File: src/rtl/flushable_queue.sv
// Flushable FIFO queue. Optional fall-through bypass when empty and optional
// pipelined enqueue into a full queue. Count and almost_full come from registered state.
module flushable_queue #(
  parameter int DATA_W       = 32,
  parameter int DEPTH        = 4,
  parameter int FALLTHROUGH  = 0,
  parameter int PIPE         = 0,
  parameter int AFULL_THRESH = (DEPTH > 1) ? DEPTH - 1 : 1,
  localparam int CW          = $clog2(DEPTH + 1),
  localparam int PW          = (DEPTH > 1) ? $clog2(DEPTH) : 1
) (
  input  logic              i_clk,
  input  logic              i_rst,
  input  logic              i_flush,
  input  logic              i_enq_valid,
  output logic              o_enq_ready,
  input  logic [DATA_W-1:0] i_enq_data,
  output logic              o_deq_valid,
  input  logic              i_deq_ready,
  output logic [DATA_W-1:0] o_deq_data,
  output logic [CW-1:0]     o_count,
  output logic              o_almost_full
);

  logic [DATA_W-1:0] r_store [DEPTH];
  logic [PW-1:0]     r_head;
  logic [PW-1:0]     r_tail;
  logic [CW-1:0]     r_count;

  logic w_full;
  logic w_empty;
  logic w_bypass;
  logic w_enq_fire;
  logic w_deq_fire;
  logic w_push;
  logic w_pop;

  // Explicit wrap so non-power-of-two depths never index past the last entry.
  function automatic logic [PW-1:0] ptr_inc(input logic [PW-1:0] p);
    return (p == PW'(DEPTH - 1)) ? '0 : p + PW'(1);
  endfunction

  assign w_full   = (r_count == CW'(DEPTH));
  assign w_empty  = (r_count == '0);
  assign w_bypass = (FALLTHROUGH != 0) && w_empty;

  assign o_enq_ready = !i_flush && (!w_full || ((PIPE != 0) && i_deq_ready));
  assign o_deq_valid = !i_flush && (w_bypass ? i_enq_valid : !w_empty);
  assign o_deq_data  = w_bypass ? i_enq_data : r_store[r_head];

  assign w_enq_fire = i_enq_valid && o_enq_ready;
  assign w_deq_fire = o_deq_valid && i_deq_ready;

  // A bypassed element passes straight through and never touches storage.
  assign w_push = w_enq_fire && !(w_bypass && w_deq_fire);
  assign w_pop  = w_deq_fire && !w_bypass;

  always_ff @(posedge i_clk or posedge i_rst) begin
    if (i_rst) begin
      r_head  <= '0;
      r_tail  <= '0;
      r_count <= '0;
    end else if (i_flush) begin
      r_head  <= '0;
      r_tail  <= '0;
      r_count <= '0;
    end else begin
      if (w_push) r_tail <= ptr_inc(r_tail);
      if (w_pop)  r_head <= ptr_inc(r_head);
      case ({w_push, w_pop})
        2'b10:   r_count <= r_count + CW'(1);
        2'b01:   r_count <= r_count - CW'(1);
        default: r_count <= r_count;
      endcase
    end
  end

  always_ff @(posedge i_clk) begin
    if (w_push) r_store[r_tail] <= i_enq_data;
  end

  assign o_count       = r_count;
  assign o_almost_full = (r_count >= CW'(AFULL_THRESH));

endmodule

File: config.mk
export PLATFORM = sky130hd
export DESIGN_NAME = flushable_queue
export DESIGN_NICKNAME = d
export VERILOG_FILES = /design/src/rtl/flushable_queue.sv
export SDC_FILE = /design/constraint.sdc
export NUM_CORES = 1
export LEC_CHECK = 0
export ABC_AREA = 0
export CAP_MARGIN = 25
export CORE_ASPECT_RATIO = 0.6
export CORE_UTILIZATION = 25
export DETAILED_ROUTE_END_ITERATION = 6
export GPL_TIMING_DRIVEN = 0
export PLACE_DENSITY_LB_ADDON = 0.1
export REMOVE_ABC_BUFFERS = 1
export SLEW_MARGIN = 10
export SYNTH_ARGS = -nofsm -noshare
export SYNTH_HDL_FRONTEND = slang
export SYNTH_SLANG_ARGS = --single-unit
File: constraint.sdc
create_clock -name i_clk -period 2.13 [get_ports i_clk]
set_input_delay 0.426 -clock i_clk [delete_from_list [all_inputs] [get_ports i_clk]]
set_output_delay 0.426 -clock i_clk [all_outputs]
set_load 0.05 [all_outputs]
==> metrics.csv <==
metric,value,unit
Initial Utilization,25.9,%
slew margin rel.,65.7,%
Final #Nets,378,
H-Tree Level Count,4,
slew of the pin with the lowest slew margin,0.514,ns
Clk network pwr share,44.1,%
Crit Path Max Fanout,9,
final hold vios,0,
worst skew pair latency,0.42,ns
layout cell share with drive strength beyond 1,39.7,%
Die ar.,21700,sq um
final-report max-slew violation count,0,
run status,"complete, but fails checks",
first-pass GRT wire length,16300,microns
CP Class,register to primary output,
startpoint types,register,
Post-synth EDFFs,128,
crit path DAT,1.86,ns
CTS tree,yes,
Post-Syn Area per Cell,22.4,sq um
Mapped Cells,235,
final setup fails,32,
failing checks,setup timing,
"Distinct cells, synth",36,
clk sinks,135,
Die Width,189,microns
DIE HEIGHT,114,microns
worst min path class,input port to async pin,
DRT iter0 DRCs,130,
Worst path slowest cell,mux4_2,
Logic pwr share,14.6,%
# rows,40,
I/O pins,75,
Detail Placement HPWL,6390,microns
Post-synth ARST share,5.19,%
Final WS setup,-0.161,ns
core area,20300,sq um
WL/cell,17.4,microns
worst-path cell chain,"buf_12, buf_4, mux4_2, buf_6",
peak supply drop,496,uV
CP bufs+invs,3,
WHS,0.258,ns
DR vias/cell,4.13,
Final GP Congestion,0.653,
Place WS,-0.706,ns
# fillers,1934,
Net Switching,1770,uW
final core occ,35.8,%
Synth Cell Area,5270,sq um
largest net degree at the start of global routing,19,
PD cells,1020,nW/um^2
Root Driver,clkbuf_16,
Leak,0.00243,uW
Setup crit end kind,primary output,
Post-synth top flop,edfxtp_1,
cts hold-fix bufs,0,
vias in the first global route,2708,
initial antenna violation count,0,
routed vias,2563,
Final min period,2.29,ns
Peak Freq,437,MHz
setup tns final,-2.56,ns
antenna fix cells,0,
Clock Path Buffers,2,
CP Data Required Time,1.70,ns
Port Buffers,74,
Routed WL,10800,microns
grt ovf,0,
area delta synth->final,37.9,%
Synth Warn #,0,
total CTS buffers,17,
total track usage,10.8,%
Pre-Repair DR Iteration Count,4,
Sw Share,23.8,%
critical path's top delay family,multiplexers,
Residual DRC,0,
Seq cells post-synth,135,
"Reg clk slew, reported paths",0.06,ns
Worst Skew,0.00852,ns
Final Power,7440,uW
DRT antenna net count,0,
maxcap violations,0,
Tcrit/Tclk final,108,%
max incr delay on CP,0.51,ns
sequential share of power,41.4,%
Pint,5670,uW
RSZ-0062 raised after global routing,yes,
"Seq/Total Area, Yosys",76.3,%
[per-stage QoR]
| stage | instance area (sq um) | std cells |
|---|---|---|
| after floorplan | 5150 | 221 |
| after global placement | 6230 | 568 |
| after detailed placement | 6370 | 573 |
| after CTS | 7250 | 618 |
| after global routing | 7260 | 621 |
| final | 7260 | 621 |
[power groups by stage]
stage / logic (uW) / registers [uW] / clock network, uW
floorplan: 561 / 3170 / 0
global placement: 914 / 3190 / 0
detailed placement: 940 / 3180 / 0
CTS: 1100 / 3080 / 3350
global route: 1150 / 3090 / 3450
finish: 1080 / 3080 / 3280
[sequential cells by signal (all words and copies together), names as in the netlist]
name     count
r_store    128
r_tail       2
r_head       2
o_count      3
[cells in the mapped netlist, drive strengths merged (4+ instances only)]
cell type,number,area [sq um]
nand3,4,20.0
nor2,7,26.3
inv,5,18.8
ha,5,62.6
a21oi,4,23.8
edfxtp,128,3840
mux4,32,721
dfrtp,7,175
buf,11,95.1
and2,5,32.5
[cell families (layout without fill, tap and decap cells)]
group           after synthesis  after routing  synth area share (%)
compound gates               13             13                  2.33
xor+xnor                      1              1                 0.166
fa+ha+maj                     6              6                  1.57
buf+inv                      19            132                  2.57
flops                       135            135                  76.3
mux                          36             36                  14.6
simple gates                 25             25                  2.47
[path summary, 6_finish.rpt]
kind	depth (start not counted)	start	slack, ns	endpoint
max	4	r_head[0]$_DFFE_PP0P_	-0.16	o_deq_data[26]
min	2	i_rst	0.26	r_tail[0]$_DFFE_PP0P_
max reg2reg	6	o_count[0]$_DFFE_PP0P_	0.14	o_count[2]$_DFFE_PP0P_
min reg2reg	2	o_count[1]$_DFFE_PP0P_	0.69	o_count[1]$_DFFE_PP0P_
max in group asynchronous	2	i_rst	1.60	r_head[0]$_DFFE_PP0P_
min in group i_clk	2	i_flush	0.58	r_head[1]$_DFFE_PP0P_
[layer usage]
metal / share of wire (%) / global-route usage, %
met5: 0 / 0
met4: 1.6 / 5.32
met3: 5.7 / 3.95
met2: 44 / 15.9
met1: 49 / 14.1
[cell usage in the layout (no fill, tap or decap), types with 2 or more instances in the layout]
cell type / synthesis / final
edfxtp_1: 128 / 128
clkdlybuf4s50_1: 0 / 34
mux4_2: 32 / 32
buf_6: 6 / 32
clkbuf_16: 0 / 17
buf_4: 1 / 10
nor2_1: 7 / 7
dlygate4sd2_1: 0 / 6
inv_1: 5 / 5
and2_2: 1 / 5
ha_1: 5 / 5
bufinv_16: 0 / 5
buf_12: 0 / 5
nand3_1: 4 / 4
buf_16: 0 / 4
a21oi_1: 3 / 3
nor3_1: 3 / 3
clkinvlp_4: 0 / 3
clkbuf_8: 1 / 3
dfrtp_2: 0 / 3
mux2_2: 2 / 2
nand2_1: 2 / 2
clkinv_4: 0 / 2
buf_8: 0 / 2
clkdlybuf4s15_2: 0 / 2
dfrtp_4: 0 / 2
dfrtp_1: 7 / 2
[area by class of cell]
type | count | area, sq um | area share [%]
repair buffers | 95 | 1090 | 15.0
inverters | 5 | 18.8 | 0.258
flip-flops and latches | 135 | 4030 | 55.5
clock buffers | 21 | 470 | 6.48
multi-input cells | 81 | 1120 | 15.4
clock inverters | 11 | 195 | 2.69
well taps | 273 | 342 | 4.70
[repair_timing]
action,4_1_cts,5_1_grt
hold endpoints to repair,0,0
endpoints found under the setup margin,112,34
pin swaps,1,0
setup buffers,12,4
gates cloned,1,0
resized for setup,245,0
No activity file was read; power rests on OpenSTA's default activity.
